--- src/rtl/seqdet_word_ctrl.sv ---
// seqdet_word_ctrl: word-to-serial sequencer for the 10010 pattern detector.
// Optional hit/word statistics enabled by `define SEQDET_WORD_CTRL_STAT_EN.
module seqdet_word_ctrl #(
   parameter int W     = 8,
   parameter int CNT_W = 4
) (
   input  logic             clk,
   input  logic             rst,
`ifdef SEQDET_WORD_CTRL_STAT_EN
   input  logic             stat_clr,
   output logic [15:0]      stat_words,
   output logic [15:0]      stat_hits,
`endif
   input  logic             in_valid,
   output logic             in_ready,
   input  logic [W-1:0]     in_data,
   output logic             ser_x,
   output logic             det_rst_n,
   input  logic             det_z,
   output logic             out_valid,
   input  logic             out_ready,
   output logic [W-1:0]     out_hits,
   output logic [CNT_W-1:0] out_count,
   output logic             busy
);

   localparam logic [1:0] S_IDLE  = 2'd0;
   localparam logic [1:0] S_SHIFT = 2'd1;
   localparam logic [1:0] S_RESP  = 2'd2;

   logic [1:0]       r_state;
   logic [1:0]       w_state_nxt;
   logic [W-1:0]     r_shreg;
   logic [CNT_W-1:0] r_bit_cnt;
   logic [W-1:0]     r_hits;
   logic [CNT_W-1:0] r_cnt;
   logic [W-1:0]     r_out_hits;
   logic [CNT_W-1:0] r_out_count;
   logic             r_out_valid;
   logic             r_det_rst_n;
   logic [W-1:0]     w_hit_mask;
   logic [W-1:0]     w_hits_nxt;
   logic [CNT_W-1:0] w_cnt_nxt;
   logic             w_last;

   assign w_last     = (r_bit_cnt == '0);
   assign w_hit_mask = det_z ? (W'(1) << r_bit_cnt) : '0;
   assign w_hits_nxt = r_hits | w_hit_mask;
   assign w_cnt_nxt  = r_cnt + {{(CNT_W-1){1'b0}}, det_z};

   assign in_ready  = (r_state == S_IDLE);
   assign busy      = (r_state != S_IDLE);
   assign ser_x     = (r_state == S_SHIFT) & r_shreg[W-1];
   assign det_rst_n = r_det_rst_n;
   assign out_valid = r_out_valid;
   assign out_hits  = r_out_hits;
   assign out_count = r_out_count;

   // next-state decode: accept, shift W bits, wait for result handshake
   always_comb begin
      w_state_nxt = r_state;
      unique case (r_state)
         S_IDLE:  if (in_valid)  w_state_nxt = S_SHIFT;
         S_SHIFT: if (w_last)    w_state_nxt = S_RESP;
         S_RESP:  if (out_ready) w_state_nxt = S_IDLE;
         default: w_state_nxt = S_IDLE;
      endcase
   end

   // datapath: load word, shift MSB-first, accumulate hits, publish result
   always_ff @(posedge clk or negedge rst) begin
      if (!rst) begin
         r_state     <= S_IDLE;
         r_shreg     <= '0;
         r_bit_cnt   <= '0;
         r_hits      <= '0;
         r_cnt       <= '0;
         r_out_hits  <= '0;
         r_out_count <= '0;
         r_out_valid <= 1'b0;
         r_det_rst_n <= 1'b0;
      end else begin
         r_state     <= w_state_nxt;
         r_det_rst_n <= (w_state_nxt == S_SHIFT);
         unique case (r_state)
            S_IDLE: begin
               if (in_valid) begin
                  r_shreg   <= in_data;
                  r_bit_cnt <= CNT_W'(W-1);
                  r_hits    <= '0;
                  r_cnt     <= '0;
               end
            end
            S_SHIFT: begin
               r_shreg <= {r_shreg[W-2:0], 1'b0};
               r_hits  <= w_hits_nxt;
               r_cnt   <= w_cnt_nxt;
               if (!w_last) r_bit_cnt <= r_bit_cnt - 1'b1;
               if (w_last) begin
                  r_out_hits  <= w_hits_nxt;
                  r_out_count <= w_cnt_nxt;
                  r_out_valid <= 1'b1;
               end
            end
            S_RESP: begin
               if (out_ready) r_out_valid <= 1'b0;
            end
            default: ;
         endcase
      end
   end

`ifdef SEQDET_WORD_CTRL_STAT_EN
   logic [15:0] r_stat_words;
   logic [15:0] r_stat_hits;
   logic        w_hs;
   logic [16:0] w_hits_sum;

   assign w_hs       = r_out_valid & out_ready;
   assign w_hits_sum = {1'b0, r_stat_hits} + 17'(r_out_count);
   assign stat_words = r_stat_words;
   assign stat_hits  = r_stat_hits;

   // saturating statistics; a clear beats a coincident handshake
   always_ff @(posedge clk or negedge rst) begin
      if (!rst) begin
         r_stat_words <= '0;
         r_stat_hits  <= '0;
      end else if (stat_clr) begin
         r_stat_words <= '0;
         r_stat_hits  <= '0;
      end else if (w_hs) begin
         if (r_stat_words != 16'hFFFF) r_stat_words <= r_stat_words + 16'd1;
         r_stat_hits <= w_hits_sum[16] ? 16'hFFFF : w_hits_sum[15:0];
      end
   end
`endif

endmodule

--- config.mk ---
export PLATFORM = sky130hd
export DESIGN_NAME = seqdet_word_ctrl
export DESIGN_NICKNAME = d
export VERILOG_FILES = /design/src/rtl/seqdet_word_ctrl.sv
export SDC_FILE = /design/constraint.sdc
export NUM_CORES = 1
export LEC_CHECK = 0
export BUFFER_PORTS_ARGS = -buffer_cell sky130_fd_sc_hd__buf_2
export CAP_MARGIN = 20
export CORE_UTILIZATION = 41
export DETAILED_ROUTE_END_ITERATION = 6
export SLEW_MARGIN = 20
export SYNTH_ARGS = -nofsm -noshare
export SYNTH_HDL_FRONTEND = slang
export SYNTH_SLANG_ARGS = --single-unit
--- constraint.sdc ---
create_clock -name clk -period 3.6 [get_ports clk]
set_input_delay 0.36 -clock clk [delete_from_list [all_inputs] [get_ports clk]]
set_output_delay 0.36 -clock clk [all_outputs]
set_load 0.03 [all_outputs]
Word level (Yosys, flattened, before mapping)
Cells that the tools add are included.
Word-level totals
  output and inout bits: 17
  register bits after elaboration: 40
  word-level logic and storage cells: 47
Operators by class
  shift operators: 1
  multiplexer cells: 17
  bitwise gates (word level): 2
  add/sub/neg operators: 2
  equal/unequal tests: 7
  reductions and logical operators: 9
Operator list (number)
  8-bit one-hot mux with 2 select lines: 2
  8-bit two-way mux: 3
  4-bit one-hot mux with 2 select lines: 2
  4-bit two-way mux: 3
  2-bit != test, second input constant: 4
  8-bit bitwise OR: 1
  1-bit by 4-bit << shifter with 8-bit output, first input constant: 1
  2-bit two-way mux: 3
  2-bit one-hot mux with 3 select lines: 1
  3-bit AND reduction: 2
  2-bit nonzero test: 3
  4-bit by 1-bit adder with 4-bit output: 1
  2-bit by 1-bit == test with 1-bit output, second input constant: 2
  4-bit zero test: 1
  2-bit AND reduction: 2
  4-bit by 1-bit subtractor with 4-bit output, second input constant: 1
  2-bit == test, second input constant: 1
  2-bit zero test: 1
  1-bit two-way mux: 2
  1-bit one-hot mux with 2 select lines: 1
  1-bit bitwise AND: 1

Logic depth before layout (Yosys ltp)
  word-level depth: 4
  depth in mapped cells: 6

Worst setup path after synthesis
No wires, ideal clock.
  path type: reg-to-reg
  start: register r_bit_cnt[0]
  end: register r_bit_cnt[2]
  stages on the path, launching flop included: 7
  data arrival time: 1.559 ns
  required time: 3.465 ns
  path slack: 1.906 ns
  path through: dfrtp_1 -> inv_1 -> ha_1 -> buf_4 -> or3b_2 -> a311oi_1 -> a31oi_1
On the way
  word-level cells in the longest chain between the ends: 3
  elaborated cells between the ends (all ways): 6
  classes of those cells: add/sub: 1; eq/ne: 1; mux: 2; reduce/logical: 2
Ends and longest elaborated chain
  start, declared: RTL line 34  | logic [CNT_W-1:0] r_bit_cnt;
  start signal, assigned: RTL line 89  | r_bit_cnt <= CNT_W'(W-1);
  start signal, assigned: RTL line 98  | if (!w_last) r_bit_cnt <= r_bit_cnt - 1'b1;
  4-bit by 1-bit subtractor with 4-bit output / 4-bit zero test (equally long branches): RTL line 98, 46
  4-bit two-way mux / 2-bit != test (equally long branches)
  4-bit one-hot mux with 2 select lines / 3-bit AND reduction (equally long branches)
Several ways; a longest one is shown, not always the timed one. The select of a mux whose other input is x is not followed.
A chain may end at the register's enable or synchronous reset.

Worst setup path in the final report
  start: register r_state[0]
  end: register r_out_hits[0], in the netlist out_hits[0]
On the way
  word-level cells in the longest chain between the ends: 2
Ends and longest elaborated chain
  start, declared: RTL line 31  | logic [1:0] r_state;
  start signal, assigned: RTL line 83  | r_state <= w_state_nxt;
  2-bit by 1-bit == test with 1-bit output: RTL line 85  | unique case (r_state)
  2-bit AND reduction (no line)
  end signal, assigned: RTL line 100  | r_out_hits <= w_hits_nxt;
  end, declared: RTL line 37  | logic [W-1:0] r_out_hits;
Every way passes these cells.

==> results.txt <==
----------------------------------------------------
[STA]
  Maximum clock skew at final layout ... 0.0106 ns
  Smallest hold slack ... 0.191 ns
  Total setup violations reported at the end of the flow ... 0
  Final critical-path required period ... 2.16 ns
  Ratio of final minimum period to clock period ... 0.599
  Setup repair after global routing missed its margin ... no
  Relative slew slack ... 0.407
  Number of pins with negative max-slew slack in the final report ... 0
  Pin slew with the least headroom to its limit ... 0.890 ns
  Setup total negative slack ... 0 ns
  Final hold violation count ... 0
  Max Fclk ... 464 MHz

[Routing]
  Average detailed-routed wire length per instance ... 14.6 µm
  Total vias in the final route ... 1,445
  Drt via density ... 5.62
  Routed Wire Length ... 3.74 mm
  DRC marker count from the first detailed-route iteration ... 52
  Number of optimization iterations in the first detailed-route pass ... 4
  Count of nets left with antenna violations after detail routing ... 0
  Number of remaining DRC errors ... 0

[Placed design]
  Instance area after placement ... 2020 µm²
  Half-perimeter wire length after detailed placement ... 2.58 mm
  Global placer's final weighted congestion ... 0.726
  Number of input and output port buffers inserted ... 29

[CTS]
  TritonCTS clock tree ... built
  Num Clock Sinks ... 40
  TritonCTS Buffers ... 5
  Maximum buffer depth of the clock tree ... 2
  Hold bufs inserted after CTS ... 0
  Post-cts resize count ... 0
  Buffers inserted during post-CTS setup optimization ... 0
  Cell at the root of the clock tree ... sky130_fd_sc_hd__clkbuf_8
  Register clock-pin slew on the reported worst setup and hold paths ... 0.07 ns
  Later-pin clock latency in the skew report ... 0.29 ns
  CTS H-Tree Depth ... 2

[Yosys]
  Yosys cell types ... 39
  Synth top cells by count ... sky130_fd_sc_hd__dfrtp_1, sky130_fd_sc_hd__nand2_1, sky130_fd_sc_hd__a21oi_1, sky130_fd_sc_hd__o21ai_0, sky130_fd_sc_hd__a31oi_1
  Number of enable-type register cells in the synthesized netlist ... 0
  Net Count, Synth ... 200
  Primary FF master, synth ... sky130_fd_sc_hd__dfrtp_1
  Synth Area in XOR/XNOR ... 0.00934
  Synth warn ... 0
  Cells taking the most area after synthesis ... sky130_fd_sc_hd__dfrtp_1, sky130_fd_sc_hd__a21oi_1, sky130_fd_sc_hd__nand2_1
  Area of the mapped netlist ... 1880 µm²
  Fraction of synthesized cell area taken by the top area cell type ... 0.534
  Adder and majority cell fraction of the synthesized area ... 0.0467
  Mean post-synth cell area ... 10.4 µm²
  Post-synthesis simple-gate area fraction ... 0.147
  Most frequent cell after synthesis ... sky130_fd_sc_hd__dfrtp_1
  Mux contribution to synthesized area ... 0.0274
  Cell type with the highest aggregate area in the netlist ... sky130_fd_sc_hd__dfrtp_1
  Number of synthesized register bits ... 40
  Post-synthesis async set-or-reset flop share ... 1.00
  Main combinational cell family by area after synthesis ... compound AO/OA/AOI/OAI gates
  Sequential-to-total area share from yosys stat ... 0.534
  Post-synthesis cell count ... 180
  Synth Area in Compound Gates ... 0.188

[Pwr]
  Sum of internal, switching and leakage power ... 2.00 mW
  Reported leakage power ... 0.986 nW
  Pwr per Cell Area ... 940 nW/µm²
  Worst vdd rail ir drop ... 0.000379 V

[Cells and area]
  Design Area, Final ... 2130 µm²
  Area growth, synth to finish ... 13.3%
  Share of layout cells above drive strength 1 ... 0.220
  Count of fill cells added during filler insertion ... 427
  Number of nets in the final layout ... 224
  Number of diodes added for antenna fixing ... 0

[Global routing]
  Vias in the first global route ... 1,412
  Pin count of the biggest net entering global routing ... 41
  Total grt overflow ... 0
  GRT Total Usage ... 0.170
  Global-route wire length before repair ... 6.49 mm
  Initial antenna violation count ... 0

[Setup path]
  Slowest cell on the critical path ... sky130_fd_sc_hd__nor4b_4
  R2R depth ... 3
  Arrival time reported for the critical path endpoint ... 2.32 ns
  Endpoint type of the worst setup path ... register
  Worst setup path category ... reg2reg
  Worst setup slack for register-to-register paths ... 1.44 ns
  CP Max Fanout ... 18
  Capturing point of the worst reg2reg path ... out_hits[0]
  Setup crit start kind ... register
  Crit Reg-Reg Startpoint ... r_state[0]
  Cells traversed along the worst timing path ... nor4b_4 -> and2_1 -> a21oi_1
  Worst path max stage delay ... 0.78 ns
  Required @ worst endpoint ... 3.76 ns

[Outcome]
  Outcome ... complete, no violations

[Floorplanning]
  Floorplan die area ... 4850 µm²
  Effective utilization at floorplan ... 0.428
  Total core area ... 4380 µm²
  X dimension of the die ... 69.6 µm
  Row count ... 24
  Top-level port count ... 30
  Height of the die ... 69.6 µm

[Worst hold path]
  HP Class ... in2async

[Run]
  Number of max-cap violations ... 0

----------------------------------------------------
-- layer usage --
metal	routed length, µm	global-route usage	up-vias
li1	-	-	685
met1	1810	0.224	717
met2	1730	0.268	36
met3	144	0.0392	7
met4	62	0.0733	0
met5	0	0	-
-- flip-flops by register name (all words and copies together), names as in the netlist --
register and count:
det_rst_n 1, out_valid 1, r_cnt 4, r_state 2
out_count 4, r_hits 8, out_hits 8, r_shreg 8
r_bit_cnt 4
-- power by group --
group | switching [mW] | internal, mW
clock | 0.155 | 0.206
sequential | 0.151 | 0.639
combinational | 0.541 | 0.307
-- cell type report --
class	instances	area, µm²	area share
sequential	40	1000	0.471
multi-input combinational	123	785	0.369
timing repair buffer	30	153	0.0718
clock buffer	6	72.6	0.0341
tap	52	65.1	0.0306
clock inverter	2	35.0	0.0165
inverter	4	15.0	0.00706
-- through the flow --
step                      setup slack, ns  utilization  std cells
after global placement               1.56        0.460        249
final                                1.44        0.485        257
after floorplan                      1.91            -        180
after detailed placement             1.46        0.460        249
after global routing                 1.26        0.485        257
after CTS                            1.45        0.485        257
-- placed cells by master (no fill, tap or decap), types with 2 or more instances in the layout --
cell type,instances
sky130_fd_sc_hd__buf_2,29
sky130_fd_sc_hd__a22oi_1,7
sky130_fd_sc_hd__nor2_1,3
sky130_fd_sc_hd__and2_1,2
sky130_fd_sc_hd__mux2_4,2
sky130_fd_sc_hd__dfrtp_1,40
sky130_fd_sc_hd__clkbuf_8,5
sky130_fd_sc_hd__nor3_1,2
sky130_fd_sc_hd__a21oi_1,20
sky130_fd_sc_hd__a31oi_1,9
sky130_fd_sc_hd__a32o_1,4
sky130_fd_sc_hd__nor2b_1,2
sky130_fd_sc_hd__nand3_1,6
sky130_fd_sc_hd__nand2_1,26
sky130_fd_sc_hd__o21ai_0,15
sky130_fd_sc_hd__inv_1,4
sky130_fd_sc_hd__ha_1,7
-- how the worst max path moves through the flow --
stage / start / endpoint / cells after the start
6_report: r_state[0] / out_hits[0] / 3
5_1_grt: r_state[0] / out_hits[0] / 3
4_1_cts: r_state[0] / out_hits[7] / 3
3_5_place_dp: r_state[0] / out_count[3] / 3
3_3_place_gp: r_state[0] / out_hits[0] / 3
2_1_floorplan: r_bit_cnt[0] / r_bit_cnt[2] / 6
-- kinds of logic after synthesis --
logic type               count (synthesis)
XOR/XNOR                                 2
multiplexers                             4
buffers and inverters                   17
AO/OA/AOI/OAI                           58
adder cells (fa/ha/maj)                  7
flip-flops                              40
AND/OR/NAND/NOR                         52
-- critical path: cells and delay by family, from the launching register on --
kind / cells / cell delay [ns]
flops: 1 / 0.68
simple gates: 2 / 1.22
compound gates: 1 / 0.12
No activity file was read; power rests on OpenSTA's default activity.
